==> src/rtl/countdown_timer_pkg.sv <==
// Shared types and defaults for the countdown timer.
// Optional feature macro: COUNTDOWN_TIMER_AUTO_RELOAD_EN (consumed by countdown_timer).
package countdown_timer_pkg;

   typedef enum logic [1:0] {
      IDLE    = 2'd0,
      RUN     = 2'd1,
      PAUSED  = 2'd2,
      EXPIRED = 2'd3
   } state_e;

   localparam int unsigned DEF_N        = 8;
   localparam int unsigned DEF_PRESCALE = 100_000_000;

   // A prescale of 1 still needs a one-bit counter.
   function automatic int unsigned pw_for(input int unsigned prescale);
      return (prescale > 1) ? $clog2(prescale) : 1;
   endfunction

endpackage

==> src/rtl/tick_prescaler.sv <==
// Mod-PRESCALE counter; tick is high while the count sits at PRESCALE-1.
module tick_prescaler #(
   parameter int unsigned PRESCALE = 4,
   parameter int unsigned PW       = 2
) (
   input  logic clk,
   input  logic rst,
   input  logic en,
   input  logic clr,
   output logic tick
);

   logic [PW-1:0] count_q, count_d;

   assign tick = (count_q == PW'(PRESCALE - 1));

   always_comb begin
      // NOTE: default assignment first so no path leaves count_d unassigned (no latch).
      count_d = count_q;
      if (clr) begin
         count_d = '0;
      end else if (en) begin
         count_d = tick ? '0 : count_q + PW'(1);
      end
   end

   // NOTE: sequential state uses non-blocking assignments only.
   always_ff @(posedge clk or negedge rst) begin
      if (!rst) begin
         count_q <= '0;
      end else begin
         count_q <= count_d;
      end
   end

endmodule

==> src/rtl/countdown_timer.sv <==
// Loadable down-counting timer with prescaler, start/pause/resume and done/expired flags.
// Define COUNTDOWN_TIMER_AUTO_RELOAD_EN to reload from the load value instead of expiring.
module countdown_timer
   import countdown_timer_pkg::*;
#(
   parameter int unsigned N        = DEF_N,
   parameter int unsigned PRESCALE = DEF_PRESCALE,
   parameter int unsigned PW       = pw_for(PRESCALE)
) (
   input  logic         clk,
   input  logic         rst,
   input  logic         load,
   input  logic [N-1:0] load_val,
   input  logic         start,
   input  logic         pause,
   output logic [N-1:0] q,
   output logic         running,
   output logic         expired,
   output logic         done
);

`ifdef COUNTDOWN_TIMER_AUTO_RELOAD_EN
   localparam state_e TERM_STATE     = RUN;
   localparam logic   RELOAD_ON_TERM = 1'b1;
`else
   localparam state_e TERM_STATE     = EXPIRED;
   localparam logic   RELOAD_ON_TERM = 1'b0;
`endif

   state_e       state_q, state_d;
   logic [N-1:0] q_q, q_d;
   logic [N-1:0] reload_q, reload_d;
   logic         done_q, done_d;
   logic         presc_en, presc_clr, tick;
   logic         step, last;

   tick_prescaler #(
      .PRESCALE (PRESCALE),
      .PW       (PW)
   ) u_prescaler (
      .clk  (clk),
      .rst  (rst),
      .en   (presc_en),
      .clr  (presc_clr),
      .tick (tick)
   );

   assign step = presc_en && tick;
   assign last = (q_q == N'(1));

   always_ff @(posedge clk or negedge rst) begin
      if (!rst) begin
         state_q <= IDLE;
      end else begin
         state_q <= state_d;
      end
   end

   always_comb begin
      state_d = state_q;
      if (load) begin
         state_d = IDLE;
      end else begin
         case (state_q)
            IDLE:    if (start && (q_q != '0)) state_d = RUN;
            RUN: begin
               if (pause)              state_d = PAUSED;
               else if (step && last)  state_d = TERM_STATE;
            end
            PAUSED:  if (start) state_d = RUN;
            default: state_d = state_q;
         endcase
      end
   end

   // Pause freezes the prescaler in place, so a tick seen on a pause cycle is dropped.
   always_comb begin
      presc_en  = (state_q == RUN) && !load && !pause;
      presc_clr = load || ((state_q == IDLE) && start);
      running   = (state_q == RUN);
      expired   = (state_q == EXPIRED);
   end

   always_comb begin
      q_d      = q_q;
      reload_d = reload_q;
      done_d   = 1'b0;
      if (load) begin
         q_d      = load_val;
         reload_d = load_val;
      end else if (step) begin
         if (last) begin
            done_d = 1'b1;
            q_d    = RELOAD_ON_TERM ? reload_q : '0;
         end else begin
            q_d = q_q - N'(1);
         end
      end
   end

   always_ff @(posedge clk or negedge rst) begin
      if (!rst) begin
         q_q      <= '0;
         reload_q <= '0;
         done_q   <= 1'b0;
      end else begin
         q_q      <= q_d;
         reload_q <= reload_d;
         done_q   <= done_d;
      end
   end

   assign q    = q_q;
   assign done = done_q;

endmodule

==> config.mk <==
export PLATFORM = sky130hd
export DESIGN_NAME = countdown_timer
export DESIGN_NICKNAME = d
export VERILOG_FILES = /design/src/rtl/countdown_timer_pkg.sv /design/src/rtl/tick_prescaler.sv /design/src/rtl/countdown_timer.sv
export SDC_FILE = /design/constraint.sdc
export NUM_CORES = 1
export LEC_CHECK = 0
export CORE_MARGIN = 1
export CORE_UTILIZATION = 60
export DETAILED_ROUTE_END_ITERATION = 12
export PLACE_DENSITY_LB_ADDON = 0.2
export SLEW_MARGIN = 20
export SYNTH_ARGS = -nofsm -noshare
export SYNTH_HDL_FRONTEND = slang
export SYNTH_SLANG_ARGS = --single-unit
==> constraint.sdc <==
create_clock -name clk -period 3.9 [get_ports clk]
set_input_delay 0.78 -clock clk [delete_from_list [all_inputs] [get_ports clk]]
set_output_delay 0.78 -clock clk [all_outputs]
set_load 0.02 [all_outputs]
==> metrics.sh, run 1 <==
POSTSYNTHNETCOUNT=262
CRITPATHKIND='in -> reg'
DR.MAX_LAYER_USED='met4'
POST_SYNTH.CELL_AREA_AVG_UM2=8.932
MAXIMUM_RESISTIVE_DROP_ON_VDD_mV=0.2492
CRIT_PATH_MAX_FANOUT=16
SYNTH.YOSYS.SEQ_AREA_SHARE=0.4345
GRT_OVERFLOW_TOTAL=0
FIN_WS_PS=1198
WORST_SETUP_SP_TYPE='primary input'
ANTENNADIODECOUNT=0
TRITONCTS='yes'
LAYOUT.FILLER_CELLS=262
REG2REG_TO='u_prescaler.count_q[3]'
CRITICAL_PATH.ENDPOINT_TYPE='register'
POST-ROUTE-DRC-COUNT=0
P_COMB_FRAC=0.132
PORT_BUFFERS=23
POWER_DENSITY_nW_PER_UM2=311.1
WORST_PIN_SLEW_PS=841.3
LAYOUT.CELLS.MOST_COMMON='sky130_fd_sc_hd__dfrtp_1'
DIE_W_UM=62.39
POWER.SWITCHING_mW=0.2050
WL_MET2_MM=2.258
POST_ROUTE_CELLS_DRIVE_ABOVE_1_SHARE=0.06642
FIN_UTIL=0.7425
WORST_SLEW_SLACK_AS_A_FRACTION_OF_ITS_LIMIT=0.4392
MAX_CAP_VIOLATIONS=0
TIMING_HOLD_VIOLATIONS_FINAL=0
PLACEMENT_ROWS=21
CTS.SINKS=38
FP.DIEAREA_UM2=3893
SHARE_CLK_OF_TOTAL_POWER=0.339
DPL-INSTANCE-AREA_UM2=2461
WORST_CLOCK_SKEW_PS=14.44
DETAIL-ROUTE-ANTENNA-NETS=0
DP_HPWL_MM=3.350
GRT_USAGE=0.2754
SETUP_TOTAL_NEGATIVE_SLACK_PS=0
CRIT_REQUIRED_PS=4140
DRT-INITIAL-DRC-COUNT=165
CRIT_ARRIVAL_PS=2940
CTS_RESIZED=0
AVGROUTEDWIREPERCELL_UM=15.32
INITIAL_UTILIZATION=0.6407
PERIOD_NEEDED_PS=2702
FINAL_CELL_MIX='sky130_fd_sc_hd__dfrtp_1, sky130_fd_sc_hd__nor2_1, sky130_fd_sc_hd__nand2_1, sky130_fd_sc_hd__clkdlybuf4s50_1'
GRT_MAX_DEGREE=39
YOSYS_MOST_USED_DFF='sky130_fd_sc_hd__dfrtp_1'
SEQ_POWER_SHARE=0.528
CORE_AREA_UM2=3416
P_INT_mW=0.5840
POST_SYNTH_INST_COUNT=245
POWER_SWITCHING_SHARE=0.2598
WIRELENGTH_MET1_MM=2.256
MET3ROUTEDLENGTH_UM=280
CTS-HOLD-FIX-BUFFERS=0
GRT_FIRST_PASS_WIRELENGTH_MM=8.355
FLOORPLAN.IO_PINS=24
STARTPOINT_OF_THE_MOST_CRITICAL_REGISTER_TO_REGISTER_PATH='u_prescaler.count_q[17]'
ROUTED_VIA_DENSITY=6.202
NNETSFINAL=287
FINALCRITPERIODSHARE=0.6927
DIE_HEIGHT_UM=62.39
FINALWIRELENGTH_MM=4.856
AREA_DELTA_SYNTH_FINAL_PCT=15.89
FINAL_MAX_TRAN_VIOLS=0
NUMBER_OF_GLOBAL_ROUTE_VIAS_BEFORE_REPAIR=1819
FINAL_DESIGN_AREA_NO_FILL_UM2=2536
FIRSTDRTPASSITERS=4
GRT_SETUP_UNREPAIRED='false'
SETUP_SLACK_AFTER_PLACEMENT_PS=829.3
POSTSYNTH.ASYNCRESETSHARE=1.000
REPORT.FINAL.SETUP_VIOL=0
CLOCK-ROOT-BUFFER='sky130_fd_sc_hd__clkbuf_4'
VIAS=1966
YOSYS.CELL_TYPES.COUNT=44
CLK_PIN_SLEW_PS=120
PLACE.GP.CONGESTION=0.8924
POST_SYNTH_INSTANCE_AREA_UM2=2188
YS_SEQ_ELEMENTS=38
FMAX_MHz=370.1
POST_CTS.REPAIR.SETUP_BUFFERS=0
OUTCOME='completed'
CLOCKBUFFERDEPTH=2
LEAKAGE_POWER_SUMMED_OVER_ALL_CELLS_nW=1.001
NUMBER_OF_ANTENNA_VIOLATIONS_AT_THE_FIRST_CHECK_IN_GLOBAL_ROUTING=0
CTS_HTREE_LEVELS=2
HOLD_PATH.CLASS='in -> async'
WORST-R2R-SETUP-SLACK_PS=1440
CLOCK_LATENCY_PS=360
REG2REGPATHDEPTH=5
NUMBER_OF_SYNTHESIZED_FLOPS_WITH_AN_ENABLE_PIN=0
YOSYSWARNINGS=0
CTS_INSERTED_BUFFERS=5
[synth_stat cells (3+ instances only)]
cell | number | area share
sky130_fd_sc_hd__clkbuf_1 | 6 | 0.010
sky130_fd_sc_hd__or4_1 | 3 | 0.010
sky130_fd_sc_hd__dfrtp_1 | 38 | 0.43
sky130_fd_sc_hd__nand2_1 | 22 | 0.038
sky130_fd_sc_hd__nand2b_1 | 3 | 0.0086
sky130_fd_sc_hd__nand3_1 | 13 | 0.030
sky130_fd_sc_hd__nor3_1 | 14 | 0.032
sky130_fd_sc_hd__a21oi_1 | 14 | 0.032
sky130_fd_sc_hd__nor2_1 | 30 | 0.051
sky130_fd_sc_hd__inv_1 | 7 | 0.012
sky130_fd_sc_hd__a31oi_1 | 8 | 0.023
sky130_fd_sc_hd__o211ai_1 | 3 | 0.010
sky130_fd_sc_hd__xnor2_1 | 9 | 0.036
sky130_fd_sc_hd__nor4_1 | 4 | 0.011
sky130_fd_sc_hd__nand4_1 | 11 | 0.031
sky130_fd_sc_hd__and3_1 | 5 | 0.014
sky130_fd_sc_hd__xor2_1 | 7 | 0.028
sky130_fd_sc_hd__ha_1 | 4 | 0.023
sky130_fd_sc_hd__o21ai_0 | 10 | 0.023
[power groups by stage]
stage	registers (mW)	clock network, mW	logic [mW]
floorplan	0.430	0	0.0444
finish	0.417	0.268	0.104
CTS	0.416	0.273	0.105
global placement	0.424	0	0.102
global route	0.418	0.292	0.115
detailed placement	0.424	0	0.104
[state kept, by name, summed over array words and instances (netlist names)]
register,count
u_prescaler.count_q,27
q,8
state_q,2
done,1
[area by class of cell]
class                      instances  area [um^2]  area share
timing repair buffer              26        247.7     0.09768
multi-input combinational        192         1179      0.4647
clock inverter                     1        30.03     0.01184
clock buffer                       7        45.04     0.01776
tap                               46        57.56     0.02269
inverter                           7        26.28     0.01036
sequential                        38        950.9      0.3749
[layer usage]
metal	GRT usage	up-vias
met2	0.4093	69
li1	-	944
met5	0	-
met1	0.3906	946
met4	0.1192	0
met3	0.05657	7
[stage by stage]
stage          power (mW)  instances  hold slack (ps)
3_3_place_gp       0.5256        309            504.4
3_5_place_dp       0.5278        309            507.6
4_1_cts            0.7938        317            523.0
2_1_floorplan      0.4746        245            472.5
5_1_grt            0.8255        317            567.8
6_report           0.7889        317            512.6
[worst max-delay path: stages]
cell and delay (ps):
sky130_fd_sc_hd__clkdlybuf4s50_1 390, sky130_fd_sc_hd__buf_4 190, sky130_fd_sc_hd__or4b_2 710, sky130_fd_sc_hd__nor4_1 450, sky130_fd_sc_hd__nand3_1 160, sky130_fd_sc_hd__mux2i_1 170, sky130_fd_sc_hd__o21ai_0 80
[logic make-up after synthesis]
group / after synthesis / synth area share
AND/OR/NAND/NOR: 125 / 0.3139
AO/OA/AOI/OAI: 43 / 0.1184
flip-flops: 38 / 0.4345
XOR/XNOR: 16 / 0.06404
buffers and inverters: 15 / 0.02687
multiplexers: 4 / 0.01944
adder cells (fa/ha/maj): 4 / 0.02287
[worst max-delay path by stage]
stage / from / depth (start not counted) / endpoint / slack [ps]
6_report: load / 7 / q[4] / 1200
4_1_cts: load / 7 / q[4] / 1220
3_5_place_dp: load / 7 / q[5] / 830
2_1_floorplan: load / 6 / u_prescaler.count_q[25] / 1410
5_1_grt: load / 7 / q[4] / 1010
3_3_place_gp: load / 7 / q[4] / 870
Power figures use the tool's default switching activity.
==> inputs of run 2 (changes only) <==
--- a/config.mk
+++ b/config.mk
@@ -6,7 +6,7 @@
 export NUM_CORES = 1
 export LEC_CHECK = 0
 export CORE_MARGIN = 1
-export CORE_UTILIZATION = 60
+export CORE_UTILIZATION = 56
 export DETAILED_ROUTE_END_ITERATION = 12
 export PLACE_DENSITY_LB_ADDON = 0.2
 export SLEW_MARGIN = 20
==> constraint.sdc (replaced) <==
create_clock -name clk -period 2.5 [get_ports clk]
set_input_delay 0.5 -clock clk [delete_from_list [all_inputs] [get_ports clk]]
set_output_delay 0.5 -clock clk [all_outputs]
set_load 0.02 [all_outputs]
==> metrics.sh, run 2 (synthesis gave the netlist of run 1 again) <==
LAYOUT.FILLER_CELLS=295
DIE_HEIGHT_UM=64.51
PLACEMENT_ROWS=22
AREA_DELTA_SYNTH_FINAL_PCT=19.73
NUMBER_OF_ANTENNA_VIOLATIONS_AT_THE_FIRST_CHECK_IN_GLOBAL_ROUTING=0
FIN_UTIL=0.7051
FIRSTDRTPASSITERS=6
DPL-INSTANCE-AREA_UM2=2544
FINALWIRELENGTH_MM=5.023
CTS-HOLD-FIX-BUFFERS=0
NUMBER_OF_GLOBAL_ROUTE_VIAS_BEFORE_REPAIR=1785
CRITPATHKIND='reg -> reg'
FLOORPLAN.IO_PINS=24
TIMING_HOLD_VIOLATIONS_FINAL=0
HOLD_PATH.CLASS='in -> async'
CP_SLOWEST_STAGE_DELAY_PS=570
CLK_PIN_SLEW_PS=70
DRT-INITIAL-DRC-COUNT=192
SETUP_SLACK_AFTER_PLACEMENT_PS=-51.06
MAXIMUM_RESISTIVE_DROP_ON_VDD_mV=0.3424
GRT_FIRST_PASS_WIRELENGTH_MM=8.569
TOTAL_AREA_OF_MULTI_INPUT_COMBINATIONAL_CELLS_UM2=1179
FINAL_MAX_TRAN_VIOLS=0
CRIT_REQUIRED_PS=2720
DIE_W_UM=64.51
FMAX_MHz=441.8
POST_CTS.REPAIR.SETUP_BUFFERS=0
LEAKAGE_POWER_SUMMED_OVER_ALL_CELLS_nW=1.048
CLOCK-ROOT-BUFFER='sky130_fd_sc_hd__clkbuf_8'
POST_ROUTE_CELLS_DRIVE_ABOVE_1_SHARE=0.09319
ANTENNADIODECOUNT=0
TRITONCTS='yes'
CRIT_ARRIVAL_PS=2490
NNETSFINAL=296
FINAL_DESIGN_AREA_NO_FILL_UM2=2620
WORST_SETUP_SP_TYPE='register'
WORSTPATHCELLLIST='or4_4 > nor4_4 > nand3_4 > or4_1 > a31oi_1'
PLACE.GP.CONGESTION=0.8893
CTS.SINKS=38
FIN_WS_PS=236.5
VIAS=1971
GRT_USAGE=0.2716
FINAL_CELL_MIX='sky130_fd_sc_hd__dfrtp_1, sky130_fd_sc_hd__nor2_1, sky130_fd_sc_hd__nand2_1, sky130_fd_sc_hd__clkdlybuf4s50_1'
CRITICAL_PATH.ENDPOINT_TYPE='register'
FINALPOWER_mW=1.233
PORT_BUFFERS=23
REPORT.FINAL.SETUP_VIOL=0
CTS_HTREE_LEVELS=2
CORE_AREA_UM2=3716
CLOCK_LATENCY_PS=300
WORST_SLEW_SLACK_AS_A_FRACTION_OF_ITS_LIMIT=0.4524
GRT_SETUP_UNREPAIRED='false'
POWER_DENSITY_nW_PER_UM2=470.4
SETUP_TOTAL_NEGATIVE_SLACK_PS=0
GRT_OVERFLOW_TOTAL=0
WORST_PIN_SLEW_PS=821.5
CTS_RESIZED=0
FINALCRITPERIODSHARE=0.9054
INITIAL_UTILIZATION=0.5889
CRITPATHBUFINV=0
REGISTERS.TOP_BY_FF_COUNT='u_prescaler.count_q'
LAYOUT.CELLS.MOST_COMMON='sky130_fd_sc_hd__dfrtp_1'
GRT_MAX_DEGREE=39
CLOCKBUFFERDEPTH=2
WORST_CLOCK_SKEW_PS=5.963
ROUTED_VIA_DENSITY=6.028
AVGROUTEDWIREPERCELL_UM=15.36
LARGEST_REGISTER_FF_COUNT=27
CTS_INSERTED_BUFFERS=5
MAX_CAP_VIOLATIONS=0
OUTCOME='completed'
CRIT_PATH_MAX_FANOUT=10
DETAIL-ROUTE-ANTENNA-NETS=0
CPLARGESTDELAYFAMILY='simple AND/OR/NAND/NOR gates'
POST-ROUTE-DRC-COUNT=0
SEQ_AREA_UM2=950.9
CRITICAL_PATH.SLOWEST_CELL='sky130_fd_sc_hd__or4_4'
PERIOD_NEEDED_PS=2264
DP_HPWL_MM=3.556
FP.DIEAREA_UM2=4162
## run 2: cell types whose count changed in the layout (fill, tap and decap cells not counted), sizes merged
cell / change
buf: +9
bufinv: -1
## run 2: through the flow
| stage | hold WS (ps) | cells |
|---|---|---|
| after floorplan | 204.4 | 245 |
| after global placement | 499.3 | 320 |
| after detailed placement | 503.9 | 320 |
| after CTS | 328.5 | 327 |
| after global routing | 390.6 | 327 |
| final | 292.8 | 327 |
## run 2: report_power, final
group,switching [mW],leakage (nW),internal [mW]
clock network,0.216,0.0383,0.192
registers,0.0213,0.511,0.629
logic,0.0950,0.499,0.0788
## run 2: final cells by class
class,instances,share of cell area
clock buffers,7,0.02913
inverters,7,0.01003
multi-input cells,192,0.4499
flip-flops and latches,38,0.3629
well taps,48,0.02292
repair buffers,35,0.1251
## run 2: worst paths after layout
kind,depth (start not counted),to,slack [ps],start
min reg2reg,1,u_prescaler.count_q[23],510,u_prescaler.count_q[23]
min,1,u_prescaler.count_q[14],290,rst
max reg2reg,5,q[7],240,u_prescaler.count_q[17]
max,5,q[7],240,u_prescaler.count_q[17]
min in group clk,1,u_prescaler.count_q[23],510,u_prescaler.count_q[23]
max in group asynchronous,1,u_prescaler.count_q[6],1690,rst
## run 2: per-layer routing
metal,wire [um],vias to the layer above,track usage
met1,2383,941,0.3914
met4,44,0,0.09444
met2,2295,65,0.4079
met5,0,-,0
met3,298,4,0.04930
li1,-,961,-
==> inputs of run 3 (changes only) <==
--- a/config.mk
+++ b/config.mk
@@ -5,8 +5,9 @@
 export SDC_FILE = /design/constraint.sdc
 export NUM_CORES = 1
 export LEC_CHECK = 0
+export ABC_AREA = 1
 export CORE_MARGIN = 1
-export CORE_UTILIZATION = 56
+export CORE_UTILIZATION = 58
 export DETAILED_ROUTE_END_ITERATION = 12
 export PLACE_DENSITY_LB_ADDON = 0.2
 export SLEW_MARGIN = 20
==> constraint.sdc (replaced) <==
create_clock -name clk -period 2.1 [get_ports clk]
set_input_delay 0.42 -clock clk [delete_from_list [all_inputs] [get_ports clk]]
set_output_delay 0.42 -clock clk [all_outputs]
set_load 0.02 [all_outputs]
==> metrics.sh, run 3 <==
OUTCOME='completed'
CRIT_ARRIVAL_PS=1510
STARTPOINT_OF_THE_MOST_CRITICAL_REGISTER_TO_REGISTER_PATH='u_prescaler.count_q[0]'
PLACE.GP.CONGESTION=0.8896
SYNTH_TOP_CELLS_BY_COUNT='sky130_fd_sc_hd__nand2_1, sky130_fd_sc_hd__nor2_1, sky130_fd_sc_hd__dfrtp_1, sky130_fd_sc_hd__inv_1, sky130_fd_sc_hd__nand3_1'
DIE_HEIGHT_UM=68.66
WORSTPATHCELLLIST='inv_1 > nand2_2 > inv_1 > clkdlybuf4s50_1'
FIRSTDRTPASSITERS=6
GRT_USAGE=0.2823
CRITICAL_PATH.SLOWEST_CELL='sky130_fd_sc_hd__clkdlybuf4s50_1'
POST_SYNTH_INST_COUNT=382
LEAKAGE_POWER_SUMMED_OVER_ALL_CELLS_nW=1.441
NUMBER_OF_SYNTHESIZED_FLOPS_WITH_AN_ENABLE_PIN=0
POSTSYNTHNETCOUNT=399
REG2REGPATHDEPTH=10
POST_SYNTH.CELL_AREA_AVG_UM2=6.747
CRIT_REQUIRED_PS=1680
MAX_CAP_VIOLATIONS=0
CTS_INSERTED_BUFFERS=5
YOSYS_MOST_USED_DFF='sky130_fd_sc_hd__dfrtp_1'
WORST_CLOCK_SKEW_PS=2.160
FIN_WS_PS=172.7
WORST-R2R-SETUP-SLACK_PS=310
CRITPATHBUFINV=3
NUMBER_OF_GLOBAL_ROUTE_VIAS_BEFORE_REPAIR=2160
CTS_RESIZED=0
DRT-INITIAL-DRC-COUNT=206
POST-ROUTE-DRC-COUNT=0
ENDPOINT='running'
POWER_DENSITY_nW_PER_UM2=684.0
POST_ROUTE_CELLS_DRIVE_ABOVE_1_SHARE=0.08959
PERIOD_NEEDED_PS=1927
ROUTED_VIA_DENSITY=5.367
ANTENNADIODECOUNT=0
CPMOSTUSEDCELL='sky130_fd_sc_hd__inv_1'
CLOCK_LATENCY_PS=290
VIAS=2485
MAXIMUM_RESISTIVE_DROP_ON_VDD_mV=0.4815
PLACEMENT_ROWS=23
CLOCKBUFFERDEPTH=2
TIMING_HOLD_VIOLATIONS_FINAL=0
GRT_OVERFLOW_TOTAL=0
GRT_MAX_DEGREE=39
CLK_PIN_SLEW_PS=80
CPLARGESTDELAYFAMILY='buffers and inverters'
INITIAL_UTILIZATION=0.6220
SETUP_TOTAL_NEGATIVE_SLACK_PS=0
CRIT_PATH_MAX_FANOUT=4
LAYOUT.CELLS.MOST_COMMON='sky130_fd_sc_hd__nand2_1'
SYNTH.YOSYS.SEQ_AREA_SHARE=0.3689
WORST_SLEW_SLACK_AS_A_FRACTION_OF_ITS_LIMIT=0.6663
YOSYSWARNINGS=0
FINAL_CELL_MIX='sky130_fd_sc_hd__nand2_1, sky130_fd_sc_hd__nor2_1, sky130_fd_sc_hd__inv_1, sky130_fd_sc_hd__dfrtp_1, sky130_fd_sc_hd__nand3_1'
DIE_W_UM=68.66
FP.DIEAREA_UM2=4714
CTS-HOLD-FIX-BUFFERS=0
TOP_POST_SYNTHESIS_CELLS_BY_AREA='sky130_fd_sc_hd__dfrtp_1, sky130_fd_sc_hd__nand2_1, sky130_fd_sc_hd__nor2_1, sky130_fd_sc_hd__nand3_1, sky130_fd_sc_hd__inv_1'
CLOCK-ROOT-BUFFER='sky130_fd_sc_hd__clkbuf_8'
SETUP_SLACK_AFTER_PLACEMENT_PS=90.91
REGISTERS.TOP_BY_FF_COUNT='u_prescaler.count_q'
REG2REG_TO='u_prescaler.count_q[25]'
FMAX_MHz=518.9
GRT_SETUP_UNREPAIRED='false'
POST_SYNTH_INSTANCE_AREA_UM2=2577
WORSTSETUPPATHDEPTH=4
DETAIL-ROUTE-ANTENNA-NETS=0
CRITPATHKIND='reg -> out'
CORE_AREA_UM2=4144
GRT_FIRST_PASS_WIRELENGTH_MM=9.846
AREA_DELTA_SYNTH_FINAL_PCT=15.34
SYNTH_AREA_LEADER_CELL='sky130_fd_sc_hd__dfrtp_1'
CTS.SINKS=38
DP_CELLS=455
WORST_SETUP_SP_TYPE='register'
SYNTH_LARGEST_TYPE_AREA_FRACTION=0.3689
NUMBER_OF_ANTENNA_VIOLATIONS_AT_THE_FIRST_CHECK_IN_GLOBAL_ROUTING=0
PORT_BUFFERS=23
CTS_HTREE_LEVELS=2
AVGROUTEDWIREPERCELL_UM=12.92
HOLD_PATH.CLASS='in -> async'
YS_SEQ_ELEMENTS=38
DP_HPWL_MM=4.509
YOSYS.CELL_TYPES.COUNT=31
REPORT.FINAL.SETUP_VIOL=0
LARGEST_REGISTER_FF_COUNT=27
FLOORPLAN.IO_PINS=24
POST_CTS.REPAIR.SETUP_BUFFERS=0
CRIT_START='state_q[1]'
FINAL_CELLS=463
CP_SLOWEST_STAGE_DELAY_PS=590
TRITONCTS='yes'
FINALCRITPERIODSHARE=0.9178
FINALWIRELENGTH_MM=5.983
WORST_PIN_SLEW_PS=500.5
LAYOUT.FILLER_CELLS=351
FINAL_MAX_TRAN_VIOLS=0
POSTSYNTH.ASYNCRESETSHARE=1.000
POST-SYNTH-TOP-COUNT-CELL='sky130_fd_sc_hd__nand2_1'
NNETSFINAL=429
CRITICAL_PATH.ENDPOINT_TYPE='output pin'
-- run 3: changes by cell type in the layout (fill, tap and decap cells not counted), sizes merged, moves of 6 or more --
| cell | before | now |
|---|---|---|
| inv | 7 | 45 |
| nand3 | 14 | 36 |
| xor2 | 7 | 13 |
| o21ai | 10 | 17 |
| buf | 13 | 5 |
| a31oi | 8 | 0 |
| nor2 | 30 | 51 |
| a21oi | 14 | 8 |
| nand2 | 22 | 137 |
| xnor2 | 9 | 1 |
-- run 3: through the flow --
stage,hold WS [ps],area [um^2],power (mW),utilization
floorplan,124.4,2577,1.229,-
global route,247.1,2973,2.141,0.7174
CTS,190.6,2973,2.045,0.7174
detailed placement,500.9,2863,1.423,0.6908
global placement,498.0,2863,1.414,0.6908
finish,171.7,2973,2.033,0.7174
-- run 3: kinds of logic (layout without fill, tap and decap cells) --
logic type,after synthesis,after routing,synth area share
buffers and inverters,51,82,0.08155
xor gates and xnor gates,14,14,0.04757
adders and majority gates,4,4,0.01942
DFF,38,38,0.3689
AOI/OAI and AO/OA,28,28,0.06262
and+or+nand+nor,247,247,0.4199
-- run 3: report_power, final --
group	leakage (nW)	total, mW	switching [mW]	internal [mW]
Clock	0.0514	0.621	0.266	0.354
Sequential	0.517	0.840	0.0625	0.777
Combinational	0.873	0.573	0.357	0.216
Total	1.44	2.03	0.686	1.35
-- run 3: layer usage --
metal  vias to the layer above  global-route usage  part of all wire
li1                       1263                   -                 -
met1                      1146              0.4018              0.49
met2                        71              0.4363              0.44
met3                         5             0.05757             0.055
met4                         0             0.06510            0.0084
met5                         -                   0                 0
-- run 3: layout make-up --
type	instances	area, um^2	share of cell area
Clock buffer	6	72.57	0.02441
Clock inverter	2	37.54	0.01263
Inverter	47	177.7	0.05976
Multi-Input combinational cell	293	1416	0.4764
Sequential cell	38	950.9	0.3199
Tap cell	50	62.56	0.02104
Timing Repair Buffer	27	255.2	0.08586
-- run 3: how the worst min path moves through the flow --
stage / from / to / slack (ps) / cells after the start
6_report: rst / u_prescaler.count_q[9] / 170 / 2
5_1_grt: rst / u_prescaler.count_q[21] / 250 / 2
4_1_cts: rst / u_prescaler.count_q[20] / 190 / 2
3_5_place_dp: rst / u_prescaler.count_q[18] / 500 / 2
3_3_place_gp: rst / u_prescaler.count_q[11] / 500 / 2
2_1_floorplan: rst / done / 120 / 0
